==> src/rtl/rk_irq_ctrl.sv <==
// Edge-triggered interrupt controller: N_CH synchronised sources with per-channel
// rise/fall/both-edge capture, enable and sticky overrun; one prioritised req/ack request.
module rk_irq_ctrl #(
    parameter  int N_CH        = 24,
    parameter  int SYNC_STAGES = 2,
    localparam int ID_W        = (N_CH > 1) ? $clog2(N_CH) : 1
) (
    input  logic            clk,
    input  logic            rst,
    input  logic [N_CH-1:0] irq_in,
    input  logic [N_CH-1:0] en,
    input  logic [N_CH-1:0] rise_en,
    input  logic [N_CH-1:0] fall_en,
    input  logic            irq_ack,
    output logic            irq_req,
    output logic [ID_W-1:0] irq_id,
    output logic [N_CH-1:0] pending,
    output logic [N_CH-1:0] overrun
);

    localparam logic [1:0] IDLE = 2'd0;
    localparam logic [1:0] REQ  = 2'd1;
    localparam logic [1:0] GAP  = 2'd2;

    logic [SYNC_STAGES-1:0][N_CH-1:0] sync_q;
    logic [N_CH-1:0]                  prev_q;
    logic [SYNC_STAGES:0]             arm_q;
    logic [1:0]                       state;
    logic [N_CH-1:0]                  synced;
    logic [N_CH-1:0]                  edge_hit;
    logic [N_CH-1:0]                  clr;
    logic [N_CH-1:0]                  req_vec;
    logic [ID_W-1:0]                  first_id;
    logic                             armed;
    logic                             ack_fire;

    assign synced = sync_q[SYNC_STAGES-1];

    // Edge capture is held off until the synchroniser and prev-sample register
    // both hold real input values, so a source already high at reset release
    // never looks like a rising edge.
    assign armed    = arm_q[SYNC_STAGES];
    assign edge_hit = armed ? ((rise_en & synced & ~prev_q) | (fall_en & ~synced & prev_q))
                            : '0;

    assign ack_fire = (state == REQ) && irq_ack;
    assign clr      = ack_fire ? (N_CH'(1) << irq_id) : '0;
    assign req_vec  = pending & en;
    assign irq_req  = (state == REQ);

    always_comb begin
        first_id = '0;
        for (int i = N_CH - 1; i >= 0; i--) begin
            if (req_vec[i]) first_id = ID_W'(i);
        end
    end

    always_ff @(posedge clk or negedge rst) begin
        if (!rst) begin
            sync_q <= '0;
            prev_q <= '0;
            arm_q  <= '0;
        end else begin
            sync_q <= {sync_q[SYNC_STAGES-2:0], irq_in};
            prev_q <= synced;
            arm_q  <= {arm_q[SYNC_STAGES-1:0], 1'b1};
        end
    end

    // A new edge on the channel being acknowledged wins over the clear, but
    // its overrun flag is still cleared by the ack.
    always_ff @(posedge clk or negedge rst) begin
        if (!rst) begin
            pending <= '0;
            overrun <= '0;
        end else begin
            pending <= (pending & ~clr) | edge_hit;
            overrun <= (overrun | (edge_hit & pending)) & ~clr;
        end
    end

    always_ff @(posedge clk or negedge rst) begin
        if (!rst) begin
            state  <= IDLE;
            irq_id <= '0;
        end else begin
            case (state)
                IDLE: begin
                    if (|req_vec) begin
                        irq_id <= first_id;
                        state  <= REQ;
                    end
                end
                REQ: begin
                    if (irq_ack) state <= GAP;
                end
                GAP:     state <= IDLE;
                default: state <= IDLE;
            endcase
        end
    end

endmodule
==> config.mk <==
export PLATFORM = sky130hd
export DESIGN_NAME = rk_irq_ctrl
export DESIGN_NICKNAME = d
export VERILOG_FILES = /design/src/rtl/rk_irq_ctrl.sv
export SDC_FILE = /design/constraint.sdc
export NUM_CORES = 1
export LEC_CHECK = 0
export CAP_MARGIN = 20
export CORE_ASPECT_RATIO = 0.7
export CORE_UTILIZATION = 50
export CTS_CLUSTER_SIZE = 30
export DETAILED_ROUTE_END_ITERATION = 10
export MAX_ROUTING_LAYER = met4
export PLACE_DENSITY_LB_ADDON = 0.2
export SLEW_MARGIN = 20
export SYNTH_ARGS = -nofsm -noshare
export SYNTH_HDL_FRONTEND = slang
export SYNTH_SLANG_ARGS = --single-unit
==> constraint.sdc <==
create_clock -name clk -period 2.62 [get_ports clk]
set_input_delay 0.655 -clock clk [delete_from_list [all_inputs] [get_ports clk]]
set_output_delay 0.655 -clock clk [all_outputs]
set_load 0.05 [all_outputs]
==> results by stage, run 1 <==
Run status:
- The flow ran to the end, and the final reports show no timing, DRC or antenna violations.

Detailed routing:
- Before antenna repair, the detailed router went through 5 iterations.
- The via total after detailed routing is 3918.
- The remaining antenna violation count is 0.
- The final routed wire length divided by cell count is 17.52 um.
- The final wirelength is 12760 um.
- The initial detailed-routing violation count is 201.
- For this run, design rule violations remaining after detail routing come to 0.
- The per-cell via count in the routed design is 5.382.

Critical path:
- The critical path goes through clkdlybuf4s50_1.
- The endpoint of the most critical setup path is irq_id[2].
- The source of the critical timing path is irq_id[2].
- The number of cells on the worst reg-to-reg path is 6.
- The internal reg-to-reg setup slack is 0.71 ns.
- The largest single stage delay on the critical path is 0.89 ns.
- STA puts the critical path data required time at 1.97 ns.
- The slowest library cell on the worst path is sky130_fd_sc_hd__clkdlybuf4s50_1.
- The reg-to-reg startpoint is pending[12].
- Grouping stages by cell kind, the critical path spends the most delay in buffers and inverters.
- Together, buffers and inverters on the worst path number 1.
- STA classifies the critical path startpoint as a register.
- The type of the worst setup path is reg2out.
- Along the worst path, the maximum fanout reaches 8.
- Data on the critical path arrives at its endpoint at 1.88 ns.
- The endpoint identified for the worst register-to-register timing path is irq_id[1].
- In this run the number of cells on the critical path is 1.
- The element type at the critical path end is an output pin.

Yosys:
- During synthesis, Yosys emitted a total of 0 warnings.
- After synthesis, the netlist uses 46 different library cells.
- Sequential elements use 65.39% of the synthesized area.
- After synthesis, the most frequently instantiated cells are sky130_fd_sc_hd__dfrtp_1 (130), sky130_fd_sc_hd__nand2_1 (69), sky130_fd_sc_hd__a21oi_1 (51).
- A synthesized cell averages 11.90 sq um.
- The number of flops mapped to enable cells by yosys is 0.
- The share of Yosys cell area claimed by the top area cell type is 65.39%.
- The area of the mapped netlist is 0.004975 sq mm.
- Synthesis produced a netlist with a net count of 517.
- After technology mapping, the gate count stands at 418.
- The library cell with the highest instance count after synthesis is sky130_fd_sc_hd__dfrtp_1.
- The cell type with the largest total area after synthesis is sky130_fd_sc_hd__dfrtp_1.
- The most instantiated flip-flop cell in the synthesis netlist is sky130_fd_sc_hd__dfrtp_1.
- In the post-synthesis netlist, the biggest area contributors are sky130_fd_sc_hd__dfrtp_1 (65%), sky130_fd_sc_hd__nand2_1 (5.2%), sky130_fd_sc_hd__a21oi_1 (5.1%), sky130_fd_sc_hd__a21o_1 (3.6%), sky130_fd_sc_hd__nand3b_1 (3.5%).
- The number of synthesized register bits is 130.
- After synthesis, the share of flip-flops with an asynchronous set or reset is 100.0%.

Global routing:
- In the global route stage, met2 resource usage came out at 43.74%.
- The number of antenna violations at the first check in global routing is 0.
- The number of global-route vias before repair is 3949.
- The aggregate global routing overflow is 0.
- The overall global routing resource usage is 27.18%.
- Global routing consumed, on the met1 layer, 32.87% of the routing resources.
- met2 is the most crowded layer.
- Global routing used 6.855% of the available met3 tracks.
- The largest net degree at the start of global routing is 58.
- The first global-routing pass estimated 20060 um of wire.

Min path:
- The worst hold path belongs to the class in2async.

Power:
- The total internal power is 4.580 mW.
- The net switching component of the power is 2.490 mW.
- The clock network fraction of total power is 34.2%.
- In this run the static leakage power is 2.953 nW.
- The peak supply drop is 0.5470 mV.
- The part of the total power dissipated in sequential elements is 36.7%.
- The total power is 7.070 mW.
- Power spread over the standard cell area amounts to 970.6 mW/mm^2.
- Net switching is 35.22% of the power.
- Combinational logic is responsible for 29.1% of the overall power.

Placement:
- The congestion estimate from routability-driven global placement came to 0.9470.
- The sum of net half-perimeters after detailed placement is 8896 um.
- The number of buffers inserted by port buffering is 152.

Clocking:
- The root buffer cell is sky130_fd_sc_hd__clkbuf_16.
- The clock tree from TritonCTS is yes.
- The post-CTS repair timing setup buffer count is 0.
- For this design, the sink count on the clock tree is 130.
- In this run the deepest clock path goes through 2 buffers.
- In this run the number of H-tree levels came out at 4.
- The clock slew at the register clock pins of the worst setup and hold paths is 0.06 ns.
- For the worst-skew pair, the clock arrives at the later sink with an insertion delay of 0.42 ns.
- The hold buffer count at cts is 0.
- In this run, post-CTS repair resized a total of 0 instances.
- The clock buffer count from CTS is 17.

Layout:
- The repair_antennas step left the layout with diodes totalling 0.
- The share of the core filled with cells in the final layout is 75.22%.
- The final-layout fill cell count is 659.
- Cells with a size suffix above 1 make up 10.00% of the layout.
- For this run, the post-layout net count is 686.
- The area growth from synthesis to layout is 46.43%.

Die:
- After floorplanning, the core was divided into 30 placement rows.
- Measured along the y axis, the die boundary spans 85.46 um.
- The floorplan step defined a core boundary enclosing 0.009684 sq mm.
- In this run the count of I/O pins placed on the die edge is 153.
- The die is 121.2 um wide.
- The floorplan step defined a die boundary enclosing 0.01036 sq mm.
- For this configuration, the core starts out at a cell density of 51.37%.

STA:
- The smallest clock period supported by the final layout is computed as 2.536 ns.
- The worst-case hold slack is 0.1953 ns.
- The total count of max-transition violations in the final report was 0.
- The accumulated negative setup slack is 0 ns.
- Setup repair after global routing left no endpoint under its margin.
- The relative slew slack is 49.19%.
- Setup violations remaining at the end of the flow were counted as 0.
- The clock skew is 0.008018 ns.
- At the pin with the least slew margin, the transition time is 0.7622 ns.
- Timing would allow up to 394.3 MHz.
- The final hold violation count came to 0.
- The final period utilization is 96.81%.

Flow run:
- Across the run, the number of max-cap violations was 0.
-- metrics by stage --
stage          instance area (sq um)  cells  setup slack, ns
6_report                        7284    728          0.08359
5_1_grt                         7284    728          0.03717
4_1_cts                         7284    728          0.06464
3_5_place_dp                    6673    696           0.1702
3_3_place_gp                    6673    696           0.2366
2_1_floorplan                   4975    418           0.8052
-- state kept, by name (all words and copies together), names as in the netlist --
register	cells
arm_q	3
irq_id	5
sync_q	24
overrun	24
prev_q	24
synced	24
pending	24
state	2
-- how the worst min path moves through the flow --
stage,cells past startpoint,startpoint,end
final,1,rst,pending[10]
after global routing,1,rst,sync_q[10]
after CTS,1,rst,synced[10]
after detailed placement,0,arm_q[1],arm_q[2]
after global placement,0,arm_q[1],arm_q[2]
after floorplan,0,arm_q[0],arm_q[1]
-- area by class of cell --
class / instances / area [sq um] / share of cell area [%]
Tap cell: 128 / 160.2 / 2.199
Multi-Input combinational cell: 276 / 1668 / 22.90
Inverter: 4 / 16.27 / 0.2233
Sequential cell: 130 / 3253 / 44.66
Clock buffer: 19 / 452.9 / 6.218
Timing Repair Buffer: 158 / 1575 / 21.62
Clock inverter: 13 / 158.9 / 2.181
-- cell families after synthesis --
kind of cell	share of synthesized area (%)
AO/OA/AOI/OAI	16.70
buffers and inverters	1.081
flip-flops	65.39
multiplexers	0.3017
other	0.07538
AND/OR/NAND/NOR	16.45
-- cells in the final DEF (no fill, tap or decap), types with 4 or more instances in the layout --
cell,count
sky130_fd_sc_hd__clkinvlp_4,6
sky130_fd_sc_hd__nand3_1,5
sky130_fd_sc_hd__dfrtp_1,130
sky130_fd_sc_hd__clkdlybuf4s50_1,149
sky130_fd_sc_hd__a22oi_1,4
sky130_fd_sc_hd__o21ai_0,27
sky130_fd_sc_hd__clkbuf_16,17
sky130_fd_sc_hd__a21oi_1,51
sky130_fd_sc_hd__a21o_1,24
sky130_fd_sc_hd__and2_1,25
sky130_fd_sc_hd__nand3b_1,23
sky130_fd_sc_hd__buf_4,7
sky130_fd_sc_hd__a22oi_2,6
sky130_fd_sc_hd__clkinv_2,4
sky130_fd_sc_hd__nor2_1,4
sky130_fd_sc_hd__nand2_1,69
-- layer usage --
metal,vias to the layer above,share of wire [%],routed length (um)
met5,-,0,0
met4,0,1.6,208
met3,18,5.9,748
met2,142,50,6377
met1,1934,43,5423
li1,1824,-,-
-- power by group through the flow --
stage / logic (mW) / clock network (mW) / registers [mW]
CTS: 2.07 / 2.45 / 2.60
global placement: 2.02 / 0 / 2.60
floorplan: 0.598 / 0 / 3.21
global route: 2.16 / 2.54 / 2.64
detailed placement: 2.06 / 0 / 2.62
finish: 2.06 / 2.42 / 2.60
No activity file was read; power rests on OpenSTA's default activity.
==> run 2: changes to the inputs <==
Settings changed: CORE_UTILIZATION 50 to 45.
==> run 2 against run 1 <==
Flip-flop and latch count stayed put. First-iteration DRC count down 1.5%. Final cell count increased by 3.0%. Largest power group unchanged. Setup slack gained 0.0021 ns. Highest routed layer unchanged.
==> results by stage, run 2 (synthesis results as in run 1) <==
Run status:
- Run status: complete, no violations (unchanged).

Layout:
- The layout overhead on the synthesized area is 46.10% (was 46.43%).
- The commonest non-fill, non-tap cell in the layout is sky130_fd_sc_hd__clkdlybuf4s50_1 (unchanged).
- The layout cell share with drive strength beyond 1 is 9.801% (was 10.00%).
- The number of diodes is 0 (unchanged).
- The area occupied by multi-input gates is 0.001668 sq mm (unchanged).
- The final-layout fill cell count is 794 (was 659).
- The share of the core filled with cells in the final layout is 68.89% (was 75.22%).
- The final cell count without fillers is 750 (was 728).
- The post-layout net count was 689 (was 686).
- Most frequent cells in the layout: sky130_fd_sc_hd__clkdlybuf4s50_1 (149), sky130_fd_sc_hd__dfrtp_1 (130), sky130_fd_sc_hd__nand2_1 (69) (unchanged).
- The sequential standard cell area is 0.003253 sq mm (unchanged).

Critical path:
- The cell class contributing the biggest share of worst-path delay is buffers and inverters (unchanged).
- The required time at the worst-slack endpoint is 1.97 ns (about the same).
- The launching element type of the critical path is a register (unchanged).
- The type of the worst setup path is reg2out (unchanged).
- The reg-to-reg startpoint is pending[12] (unchanged).
- The arrival time at the worst endpoint came to 1.88 ns (about the same).
- The reg-to-reg critical path endpoint is irq_id[1] (unchanged).
- The element type at the critical path end is an output pin (unchanged).
- The largest incremental delay on the critical path is 0.88 ns (was 0.89 ns).
- The maximum fanout along the worst path was 8 (unchanged).
- The number of cells on the worst reg-to-reg path is 6 (unchanged).
- Critical path, cell by cell: clkdlybuf4s50_1 (unchanged).
- The internal reg-to-reg setup slack came to 0.75 ns (was 0.71 ns).
- The slowest library cell on the worst path is sky130_fd_sc_hd__clkdlybuf4s50_1 (unchanged).
- The number of buffers and inverters on the critical path is 1 (unchanged).
- The depth of the critical timing path with buffers and inverters included is 1 (unchanged).

Power:
- The power density over the cells is 942.2 mW/mm^2 (was 970.6 mW/mm^2).
- The peak supply drop is 0.5703 mV (was 0.5470 mV).
- The reported leakage power is 2.941 nW (was 2.953 nW).
- The total power is 6.848 mW (was 7.070 mW).

Die:
- The cell row count is 31 (was 30).
- The initial standard-cell utilization of the core is 47.15% (was 51.37%).
- The core area is 0.01055 sq mm (was 0.009684 sq mm).
- The count of boundary I/O pins is 153 (unchanged).
- The area of the die is 0.01149 sq mm (was 0.01036 sq mm).
- The horizontal extent of the die came to 127.7 um (was 121.2 um).
- The die extent in y was 89.97 um (was 85.46 um).

Flow run:
- The max capacitance violation total was 0 (unchanged).

Detailed routing:
- The count of unresolved DRC violations after routing is 0 (unchanged).
- The initial detailed-routing violation count is 198 (was 201).
- The via total after detailed routing is 3882 (was 3918).
- The number of detailed-routing iterations run before antenna repair came to 4 (was 5).
- The final routed wire length divided by cell count is 16.82 um (was 17.52 um).
- The per-cell via count in the routed design came to 5.176 (was 5.382).
- The final wirelength is 12620 um (was 12760 um).
- The remaining antenna violation count came to 0 (unchanged).

Global routing:
- The overall global routing resource usage is 24.27% (was 27.18%).
- The aggregate global routing overflow was 0 (unchanged).
- The global-route wire length before repair is 20360 um (was 20060 um).
- The largest net degree at the start of global routing is 58 (unchanged).
- The number of global-route vias before repair is 4071 (was 3949).
- The number of antenna violations at the first check in global routing is 0 (unchanged).

STA:
- The maximum frequency from static timing analysis is 394.6 MHz (was 394.3 MHz).
- The total count of max-transition violations in the final report is 0 (unchanged).
- The relative slew slack is 46.37% (was 49.19%).
- RSZ-0062 raised after global routing: no (unchanged).
- The accumulated negative setup slack came to 0 ns (unchanged).
- The number of setup violations in the final report is 0 (unchanged).
- The final period utilization was 96.73% (was 96.81%).
- The slew of the pin with the lowest slew margin is 0.8044 ns (was 0.7622 ns).
- The clock skew is 0.006003 ns (was 0.008018 ns).
- The clock period minus final worst setup slack is 2.534 ns (was 2.536 ns).
- The final hold violation count came to 0 (unchanged).

Placement:
- The number of placed cells counting well taps is 719 (was 696).
- The number of buffers inserted by port buffering is 152 (unchanged).
- The final weighted congestion in routability-driven placement is 0.8333 (was 0.9470).
- The sum of net half-perimeters after detailed placement is 9267 um (was 8896 um).

Min path:
- The path category of the worst min-delay check is in2async (unchanged).

Clocking:
- The clock latency at the later pin of the worst-skew pair was 0.41 ns (was 0.42 ns).
- The maximum count of clock buffers along a single path is 2 (unchanged).
- The total of cells resized after clock tree synthesis is 0 (unchanged).
- The number of sinks handled by clock tree synthesis is 130 (unchanged).
- The clock slew at the register clock pins of the worst setup and hold paths is 0.05 ns (was 0.06 ns).
- The hold buffer count at cts is 0 (unchanged).
- The post-CTS repair timing setup buffer count was 0 (unchanged).
- The maximum level of the CTS H-tree is 4 (unchanged).
- The clock tree from TritonCTS is yes (unchanged).
- The clock buffer count from CTS is 17 (unchanged).
- The root buffer cell is sky130_fd_sc_hd__clkbuf_16 (unchanged).
## run 2: power by group
part	internal [mW]	switching, mW
Sequential	2.28	0.312
Clock	1.34	0.839
Combinational	0.773	1.30
Total	4.39	2.46
## run 2: worst max path at each step
stage	startpoint	end
floorplan	pending[13]	irq_id[1]
global placement	en[10]	irq_id[1]
detailed placement	en[12]	irq_id[1]
CTS	irq_id[2]	irq_id[2]
global route	irq_id[2]	irq_id[2]
finish	irq_id[2]	irq_id[2]
## run 2: metal layers
layer / part of all wire, % / up-vias / track usage, %
met3: 7.8 / 11 / 7.262
met5: 0 / - / -
met4: 1.1 / 0 / 7.843
li1: - / 1823 / -
met2: 47 / 138 / 37.02
met1: 44 / 1910 / 31.22
## run 2: final cells by class
| type | count | share of cell area, % |
|---|---|---|
| Clock buffer | 22 | 6.387 |
| Timing Repair Buffer | 161 | 21.98 |
| Tap cell | 148 | 2.548 |
| Clock inverter | 9 | 1.153 |
| Multi-Input combinational cell | 276 | 22.95 |
| Inverter | 4 | 0.2238 |
| Sequential cell | 130 | 44.76 |
## run 2: metrics by stage
stage	area, sq um	worst slack, ns	hold slack, ns
3_3_place_gp	6720	0.2415	0.3310
2_1_floorplan	4975	0.8052	0.3312
4_1_cts	7268	0.06412	0.2201
3_5_place_dp	6720	0.1585	0.3356
6_report	7268	0.08569	0.2081
5_1_grt	7268	0.02157	0.2427
==> run 3: changes to the inputs <==
Settings changed: SKIP_CTS_REPAIR_TIMING from default to 1.
==> results of run 3 <==
Same layout as run 2: the final DEF is identical, and so are final timing and power.
